<file path="src/rtl/fxp_poly_horner_if.sv">
// Handshake and coefficient bus for the Horner polynomial evaluator.
// Widths are passed in so both ends agree on sample and result formats.
interface fxp_poly_horner_if #(
  parameter int WX = 16,
  parameter int WC = 16,
  parameter int WY = 24,
  parameter int AW = 2
);
  logic                 EN;
  logic                 COEF_WE;
  logic [AW-1:0]        COEF_ADDR;
  logic signed [WC-1:0] COEF_DATA;
  logic                 IN_VALID;
  logic                 IN_READY;
  logic signed [WX-1:0] X;
  logic                 OUT_VALID;
  logic                 OUT_READY;
  logic signed [WY-1:0] Y;
  logic                 OVF;
  logic                 BUSY;

  modport master (
    output EN, COEF_WE, COEF_ADDR, COEF_DATA,
    output IN_VALID, X, OUT_READY,
    input  IN_READY, OUT_VALID, Y, OVF, BUSY
  );

  modport slave (
    input  EN, COEF_WE, COEF_ADDR, COEF_DATA,
    input  IN_VALID, X, OUT_READY,
    output IN_READY, OUT_VALID, Y, OVF, BUSY
  );
endinterface

</file>
<file path="src/rtl/fxp_poly_horner.sv">
// Iterative signed fixed-point polynomial evaluator (Horner's method).
// One multiply-add per cycle, programmable coefficient bank.
module fxp_poly_horner #(
  parameter int WI_in  = 8,
  parameter int WF_in  = 8,
  parameter int WI_c   = 8,
  parameter int WF_c   = 8,
  parameter int WI_out = 16,
  parameter int WF_out = 8,
  parameter int ORDER  = 2,
  parameter int ROUND  = 1,
  parameter int SAT    = 1
) (
  input logic CLK,
  input logic RST,
  fxp_poly_horner_if.slave bus
);
  localparam int WX  = WI_in + WF_in;
  localparam int WC  = WI_c + WF_c;
  localparam int WY  = WI_out + WF_out;
  localparam int PW  = WY + WX;
  localparam int SW  = PW + 2;
  localparam int CSH = WF_out + WF_in - WF_c;
  localparam int AW  = (ORDER > 0) ? $clog2(ORDER + 1) : 1;
  localparam int RS  = (WF_in > 0) ? WF_in - 1 : 0;

  localparam logic [AW-1:0] KTOP   = AW'(ORDER);
  localparam logic [AW-1:0] KSTART = AW'((ORDER > 0) ? ORDER - 1 : 0);

  // half an output LSB in the product format, zero when truncating
  localparam logic signed [SW-1:0] RND =
    (ROUND != 0 && WF_in > 0) ? (SW'(1) << RS) : '0;

  localparam logic signed [WY-1:0] YMAX = {1'b0, {(WY-1){1'b1}}};
  localparam logic signed [WY-1:0] YMIN = {1'b1, {(WY-1){1'b0}}};

  typedef enum logic [1:0] {IDLE, CALC, HOLD} state_t;

  state_t state, state_n;

  logic signed [WC-1:0] coef [ORDER+1];
  logic signed [WX-1:0] x_reg;
  logic signed [WY-1:0] acc;
  logic [AW-1:0]        k;
  logic                 ovf_r;

  logic                 accept, load, step;
  logic signed [WC-1:0] csel;
  logic signed [PW-1:0] prod;
  logic signed [SW-1:0] addend, sum, rnd_sum, shifted;
  logic [SW-WY:0]       hi;
  logic signed [WY-1:0] rq;
  logic                 rq_ovf;

  assign bus.IN_READY  = bus.EN &
    ((state == IDLE) | ((state == HOLD) & bus.OUT_READY));
  assign accept        = bus.IN_VALID & bus.IN_READY;
  assign bus.OUT_VALID = (state == HOLD);
  assign bus.BUSY      = (state == CALC);
  assign bus.Y         = acc;
  assign bus.OVF       = ovf_r;

  // state register
  always_ff @(posedge CLK or posedge RST) begin
    if (RST) state <= IDLE;
    else     state <= state_n;
  end

  // next state plus load/step strobes for the datapath
  always_comb begin
    state_n = state;
    load    = 1'b0;
    step    = 1'b0;
    unique case (state)
      IDLE: begin
        if (accept) begin
          load    = 1'b1;
          state_n = (ORDER == 0) ? HOLD : CALC;
        end
      end
      CALC: begin
        if (bus.EN) begin
          step = 1'b1;
          if (k == '0) state_n = HOLD;
        end
      end
      HOLD: begin
        if (accept) begin
          load    = 1'b1;
          state_n = (ORDER == 0) ? HOLD : CALC;
        end else if (bus.EN & bus.OUT_READY) begin
          state_n = IDLE;
        end
      end
      default: state_n = IDLE;
    endcase
  end

  // multiply-add in the wide product format, then round/shift/clamp
  always_comb begin
    csel    = (state == CALC) ? coef[k] : coef[ORDER];
    prod    = PW'(acc) * PW'(x_reg);
    addend  = {{(SW-WC){csel[WC-1]}}, csel} << CSH;
    sum     = (state == CALC) ?
              {{2{prod[PW-1]}}, prod} + addend : addend;
    rnd_sum = sum + RND;
    shifted = rnd_sum >>> WF_in;
    hi      = shifted[SW-1:WY-1];
    rq_ovf  = ~(&hi | ~|hi);
    rq      = shifted[WY-1:0];
    if (rq_ovf && SAT != 0) rq = shifted[SW-1] ? YMIN : YMAX;
  end

  // accumulator, sample latch, iteration counter and sticky overflow
  always_ff @(posedge CLK or posedge RST) begin
    if (RST) begin
      acc   <= '0;
      x_reg <= '0;
      k     <= '0;
      ovf_r <= 1'b0;
    end else if (load) begin
      x_reg <= bus.X;
      acc   <= rq;
      ovf_r <= rq_ovf;
      k     <= KSTART;
    end else if (step) begin
      acc   <= rq;
      ovf_r <= ovf_r | rq_ovf;
      k     <= k - 1'b1;
    end
  end

  // coefficient bank, writable only while no evaluation is running
  always_ff @(posedge CLK or posedge RST) begin
    if (RST) begin
      for (int i = 0; i <= ORDER; i++) coef[i] <= '0;
    end else if (bus.EN & bus.COEF_WE & (state != CALC) &
                 (bus.COEF_ADDR <= KTOP)) begin
      coef[bus.COEF_ADDR] <= bus.COEF_DATA;
    end
  end
endmodule

</file>
<file path="src/flat_wrapper.sv">
// flat-port wrapper written by rule: the top's interface ports become plain ports
module fxp_poly_horner_flat 
#(
  parameter int WI_in  = 8,
  parameter int WF_in  = 8,
  parameter int WI_c   = 8,
  parameter int WF_c   = 8,
  parameter int WI_out = 16,
  parameter int WF_out = 8,
  parameter int ORDER  = 2,
  parameter int ROUND  = 1,
  parameter int SAT    = 1
)
  (CLK, RST, bus_EN, bus_COEF_WE, bus_COEF_ADDR, bus_COEF_DATA, bus_IN_VALID, bus_X, bus_OUT_READY, bus_IN_READY, bus_OUT_VALID, bus_Y, bus_OVF, bus_BUSY);
  fxp_poly_horner_if #(.WX(16), .WC(16), .WY(24), .AW(2)) bus_i ();
  input logic CLK;
  input logic RST;
  input wire logic [$bits(bus_i.EN)-1:0] bus_EN;
  input wire logic [$bits(bus_i.COEF_WE)-1:0] bus_COEF_WE;
  input wire logic [$bits(bus_i.COEF_ADDR)-1:0] bus_COEF_ADDR;
  input wire logic [$bits(bus_i.COEF_DATA)-1:0] bus_COEF_DATA;
  input wire logic [$bits(bus_i.IN_VALID)-1:0] bus_IN_VALID;
  input wire logic [$bits(bus_i.X)-1:0] bus_X;
  input wire logic [$bits(bus_i.OUT_READY)-1:0] bus_OUT_READY;
  output wire logic [$bits(bus_i.IN_READY)-1:0] bus_IN_READY;
  output wire logic [$bits(bus_i.OUT_VALID)-1:0] bus_OUT_VALID;
  output wire logic [$bits(bus_i.Y)-1:0] bus_Y;
  output wire logic [$bits(bus_i.OVF)-1:0] bus_OVF;
  output wire logic [$bits(bus_i.BUSY)-1:0] bus_BUSY;
  assign bus_i.EN = bus_EN;
  assign bus_i.COEF_WE = bus_COEF_WE;
  assign bus_i.COEF_ADDR = bus_COEF_ADDR;
  assign bus_i.COEF_DATA = bus_COEF_DATA;
  assign bus_i.IN_VALID = bus_IN_VALID;
  assign bus_i.X = bus_X;
  assign bus_i.OUT_READY = bus_OUT_READY;
  assign bus_IN_READY = bus_i.IN_READY;
  assign bus_OUT_VALID = bus_i.OUT_VALID;
  assign bus_Y = bus_i.Y;
  assign bus_OVF = bus_i.OVF;
  assign bus_BUSY = bus_i.BUSY;
  fxp_poly_horner #(.WI_in(WI_in), .WF_in(WF_in), .WI_c(WI_c), .WF_c(WF_c), .WI_out(WI_out), .WF_out(WF_out), .ORDER(ORDER), .ROUND(ROUND), .SAT(SAT)) u_core (.CLK(CLK), .RST(RST), .bus(bus_i));
endmodule
</file>
<file path="config.mk">
export PLATFORM = sky130hd
export DESIGN_NAME = fxp_poly_horner_flat
export DESIGN_NICKNAME = d
export VERILOG_FILES = /design/src/rtl/fxp_poly_horner_if.sv /design/src/rtl/fxp_poly_horner.sv /design/src/flat_wrapper.sv
export SDC_FILE = /design/constraint.sdc
export NUM_CORES = 1
export LEC_CHECK = 0
export ABC_AREA = 0
export CAP_MARGIN = 20
export CELL_PAD_IN_SITES_DETAIL_PLACEMENT = 1
export CELL_PAD_IN_SITES_GLOBAL_PLACEMENT = 1
export CORE_AREA = 2 2 217 198
export DETAILED_ROUTE_END_ITERATION = 6
export DIE_AREA = 0 0 219 200
export GPL_TIMING_DRIVEN = 0
export PLACE_DENSITY = 0.93
export SYNTH_ARGS = -nofsm -noshare
export SYNTH_HDL_FRONTEND = slang
export SYNTH_SLANG_ARGS = --single-unit
export TNS_END_PERCENT = 30
</file>
<file path="constraint.sdc">
create_clock -name CLK -period 20.5 [get_ports CLK]
set_input_delay 3.075 -clock CLK [delete_from_list [all_inputs] [get_ports CLK]]
set_output_delay 3.075 -clock CLK [all_outputs]
set_load 0.01 [all_outputs]
</file>
==> impl_metrics.toml, run 1 <==
[route]
drtPass1Iterations = 6
vias_per_cell = 6.19
vias = 17984
ant_nets = 0
drtIter0Drc = 1563
drc = 0
wire_per_inst_um = 27.6
wl_um = 80200

[layout]
largest_reg_flops = 48
nNetsFinal = 2886
n_fill_cell = 4825
drive_gt1_share_pct = 7.88
seqCellArea_mm2 = 0.00233
area_delta_synth_final_pct = 8.24
multi_input_area_mm2 = 0.0162

[clocking]
cts_setup_buffers = 0
cts_resized = 0
cts_tree = "built"
clockRootBuffer = "clkbuf_16"
clock_sinks = 93
htreeDepth = 3
clock_latency_ns = 0.39
cts_buffer_depth = 2
clkTransAtPathRegs_ns = 0.08
ctsHoldBuffers = 0
cts_made_buffers = 9

[critical_path]
required_ns = 20.81
cp.arrival_ns = 12.87
crit_path_start_kind = "flip-flop"
crit_path_max_fanout = 12
cp-end-kind = "flip-flop"
cpMaxStageDelayCell = "fa_1"
slowest_delay_ns = 1.09
crit_type = "reg -> reg"

[sta]
post-route-period-util_pct = 61.3
worstMarginPinSlew_ns = 0.902
period_minus_slack_ns = 12.57
relSlewSlack_pct = 39.8
tns_ns = 0
clock_skew_ns = 0.0185
finalSetupViolCount = 0
slew_viol_final = 0
finalHoldViolCount = 0
rsz0062_at_grt = "no"
clock.fmax_mhz = 79.6

[yosys]
synth_ff_type = "dfrtp_1"
yosysMostFrequentCell = "inv_1"
syn_inst = 2272
synth-seq-area-share_pct = 11.3
yosys-top-cells-count = "inv_1 (400), fa_1 (397), nand2_1 (315)"
avgSynthCellArea_um2 = 9.07
syn_area_mm2 = 0.0206
synth.distinct_cells = 93
synth_seq_cells = 93
async_reset_ff_share_pct = 100
yosys_warnings = 0
netlist.area_leader.share_pct = 38.6
synth_nets = 2804
synthTopCellsByArea = "fa_1 (39%), dfrtp_1 (11%), inv_1 (7.3%), ha_1 (5.8%), nand2_1 (5.7%)"
synth-edff-count = 0
synth_top_cell_by_area = "fa_1"

[global_route]
grt_use_total_pct = 38.4
grt_remaining_overflow = 0
grt_pass1_vias = 20563
grt_max_degree = 55
antenna_found_initial = 5
grt_pass1_wl_um = 124000

[die]
die_h_um = 200
std_cell_rows = 71
placeableCoreArea_mm2 = 0.0414
die_area_mm2 = 0.0438
start_util_pct = 49.8
die_x_um = 219
io_pins = 68

[run]
maxCapViolCount = 0

[status]
status = "completed"

[min_path]
min_path_type = "reg -> reg"

[placement]
portBuffers = 67
dp_hpwl_um = 67300
routabilityCongestion = 0.967
layout make-up:
class,count,area share [%]
antenna,1,0.0112
buffer,124,2.40
clock buffer,9,1.01
clock inverter,7,0.303
inverter,401,6.76
multi-input combinational,1654,72.8
sequential,93,10.4
tap,547,3.07
timing repair buffer,71,3.21
routing by layer:
metal,up-vias,part of all wire [%],global-route usage (%)
met5,-,0.056,0
met3,365,8.9,8.36
met4,6,6.3,21.7
met2,1016,47,62.8
met1,9254,37,47.5
li1,7343,-,-
per-stage QoR:
step	hold WS, ns	utilization, %	instance area (µm²)	worst slack (ns)	std cells
after CTS	0.516	53.9	22300	8.29	2905
final	0.517	53.9	22300	7.93	2907
after floorplan	0.473	-	20600	11.60	2272
after detailed placement	0.498	53.2	22000	8.37	2889
after global placement	0.489	53.0	22000	8.57	2886
after global routing	0.537	53.9	22300	7.56	2906
placed cells by master, fill, tap and decap left out, types with 7 or more instances in the layout:
cell type        synthesis  final
nor4_1                   8      8
o211ai_1                15     15
nand2_1                315    315
clkbuf_16                0      9
a211oi_1                12     12
mux2_2                  67     67
clkdlybuf4s50_1          0     67
o21ai_1                 12     12
and3_1                  18     18
clkbuf_1                89     89
a21oi_1                 64     64
ha_1                    95     95
nor3b_1                  8      8
fa_1                   397    397
xor2_1                  14     14
nand2b_1                 9      9
o21a_1                   8      8
a22oi_1                 27     27
nor3_1                  25     25
o31ai_1                  7      7
dfrtp_1                 93     93
a21oi_2                 27     27
nand4_1                 32     32
nor2_1                 100    100
nand3_1                 23     23
or3_1                   10     10
buf_2                   26     28
a21o_1                   8      8
o21ai_0                 49     49
a31oi_1                  7      7
xnor2_1                 27     27
and2_1                 155    155
inv_1                  400    399
logic make-up after synthesis:
logic type                 synth area share [%]
muxes                                      3.95
and+or+nand+nor                            18.4
AOI/OAI and AO/OA                          10.4
xor gates and xnor gates                   1.74
DFF                                        11.3
adders and majority gates                  44.3
buffers and inverters                      9.90
critical path: cells and delay by family (launching register included):
family                     cells  cell delay, ns
buffers and inverters         13            3.80
AOI/OAI and AO/OA             11            3.09
DFF                            1            0.38
adders and majority gates      6            3.26
xor gates and xnor gates       1            0.39
and+or+nand+nor                6            1.51
final timing paths:
check | from | to | slack (ns) | cells past startpoint
max | u_core.state[1] | u_core.bus.Y[10] | 7.93 | 37
min | u_core.coef[36] | u_core.coef[36] | 0.52 | 1
max reg2reg | u_core.state[1] | u_core.bus.Y[10] | 7.93 | 37
min reg2reg | u_core.coef[36] | u_core.coef[36] | 0.52 | 1
max in group asynchronous | RST | u_core.coef[28] | 16.66 | 3
min in group asynchronous | RST | u_core.bus.Y[1] | 3.12 | 2
Power of run 1 is not shown: default switching activity piles up to over one toggle a cycle in this logic, so the estimate is an artifact.
==> run 2: changes to the inputs <==
==> constraint.sdc (replaced) <==
create_clock -name CLK -period 11.71 [get_ports CLK]
set_input_delay 1.7565 -clock CLK [delete_from_list [all_inputs] [get_ports CLK]]
set_output_delay 1.7565 -clock CLK [all_outputs]
set_load 0.01 [all_outputs]
==> run 2 against run 1 <==
Die area stayed put. Critical path depth is 2 lower. Worst hold slack worse by 0.0025 ns. Fmax is 10% higher. Non-clock buffer count is 2 higher. Setup slack worse by 7.6 ns. Utilization is 0.072 points higher. First-iteration DRC count is 10% higher. Sequential share of layout area hardly changed.
==> impl_metrics.toml, run 2 (same netlist as run 1, synthesis figures left out) <==
[status]
status = "completed"

[route]
vias = 18096
wl_met1_um = 29900
top_layer_used = "met5"
drtPass1Iterations = 5
wire_per_inst_um = 27.6
wl_met3_um = 7150
wl_um = 80200
drtIter0Drc = 1726
drc = 0
ant_nets = 0
wl_met2_um = 38100
vias_per_cell = 6.22

[clocking]
clock_sinks = 93
cts_buffer_depth = 2
ctsHoldBuffers = 0
clockRootBuffer = "clkbuf_16"
htreeDepth = 3
clkTransAtPathRegs_ns = 0.07
cts_tree = "built"
clock_latency_ns = 0.39
cts_made_buffers = 9

[critical_path]
rr_worst_depth = 35
crit_path_start_kind = "flip-flop"
cp-end-kind = "flip-flop"
crit_path_max_fanout = 10
crit_type = "reg -> reg"
slowest_delay_ns = 0.63
rrSetupSlack_ns = 0.34
cpMaxStageDelayCell = "o21ai_0"
required_ns = 12.02
regToRegEndpoint = "u_core.bus.Y[10]"
cp.arrival_ns = 11.68
r2r_start = "u_core.state[1]"

[placement]
place_ws_ns = -0.421
routabilityCongestion = 0.967
dpl-instance-area_mm2 = 0.0220
portBuffers = 67
dp_hpwl_um = 67300

[die]
die_x_um = 219
die_area_mm2 = 0.0438
start_util_pct = 49.8
io_pins = 68
placeableCoreArea_mm2 = 0.0414
die_h_um = 200
std_cell_rows = 71

[min_path]
min_path_cells = 1
min_path_type = "reg -> reg"
min_from = "u_core.coef[36]"
min_to = "u_core.coef[36]"

[layout]
largest_reg_flops = 48
fin_util_pct = 54.0
drive_gt1_share_pct = 8.22
nNetsFinal = 2888
final_cell_mix = "inv_1 (399), fa_1 (396), nand2_1 (315)"
fin_area_mm2 = 0.0223
area_delta_synth_final_pct = 8.39
layout_commonest_cell = "inv_1"

[sta]
period_minus_slack_ns = 11.37
slew_viol_final = 0
finalSetupViolCount = 0
worstMarginPinSlew_ns = 0.901
fin_ws_ns = 0.337
relSlewSlack_pct = 40.0
rsz0062_at_grt = "no"
post-route-period-util_pct = 97.1
tns_ns = 0
finalHoldViolCount = 0
clock.fmax_mhz = 87.9
clock_skew_ns = 0.0176

[global_route]
antenna_found_initial = 5
grt_pass1_vias = 20580
grt_pass1_wl_um = 125000
grt_use_total_pct = 38.4
grt_remaining_overflow = 0
grt_max_degree = 55

[run]
maxCapViolCount = 0
==> run 2: routing by layer <==
| metal | GRT usage, % | vias up |
|---|---|---|
| li1 | - | 7353 |
| met1 | 47.6 | 9303 |
| met2 | 63.0 | 1074 |
| met3 | 7.92 | 362 |
| met4 | 22.1 | 4 |
| met5 | 0 | - |
==> run 2: layout make-up <==
type | instances | area, µm²
Sequential cell | 93 | 2330
Multi-Input combinational cell | 1654 | 16200
Clock inverter | 7 | 67.6
Clock buffer | 9 | 225
Inverter | 401 | 1510
Fill cell | 4821 | 19100
Antenna cell | 2 | 5.00
Timing Repair Buffer | 73 | 731
Buffer | 124 | 541
Tap cell | 547 | 684
==> run 2: worst max-delay path by stage <==
stage               cells past startpoint       startpoint               end
finish                                 35  u_core.state[1]  u_core.bus.Y[10]
global route                           35  u_core.state[1]  u_core.bus.Y[10]
CTS                                    37  u_core.state[1]  u_core.bus.Y[10]
detailed placement                     35  u_core.state[0]  u_core.bus.Y[10]
floorplan                              37  u_core.state[0]  u_core.bus.Y[10]
global placement                       36  u_core.state[0]  u_core.bus.Y[10]
==> run 2: metrics by stage <==
step	hold slack (ns)	std cells
3_5_place_dp	0.498	2889
6_report	0.515	2910
3_3_place_gp	0.489	2886
4_1_cts	0.516	2905
5_1_grt	0.537	2908
2_1_floorplan	0.473	2272
==> run 2: worst max-delay path, delay by kind of cell (launching register included) <==
family                     cells  cell delay, ns
AOI/OAI and AO/OA             11            3.42
adders and majority gates      6            2.65
buffers and inverters         11            2.52
and+or+nand+nor                5            1.60
DFF                            1            0.41
muxes                          1            0.38
xor gates and xnor gates       1            0.30
==> run 2: timing repair <==
| action | in CTS | in global routing |
|---|---|---|
| cloned | 0 | 0 |
| endpoints found under the hold margin | 0 | 0 |
| resized for setup | 3 | 10 |
| pin swaps | 0 | 1 |
| endpoints found under the setup margin | 23 | 24 |
| setup buffers | 0 | 2 |
Power of run 2 is left out for the same reason.
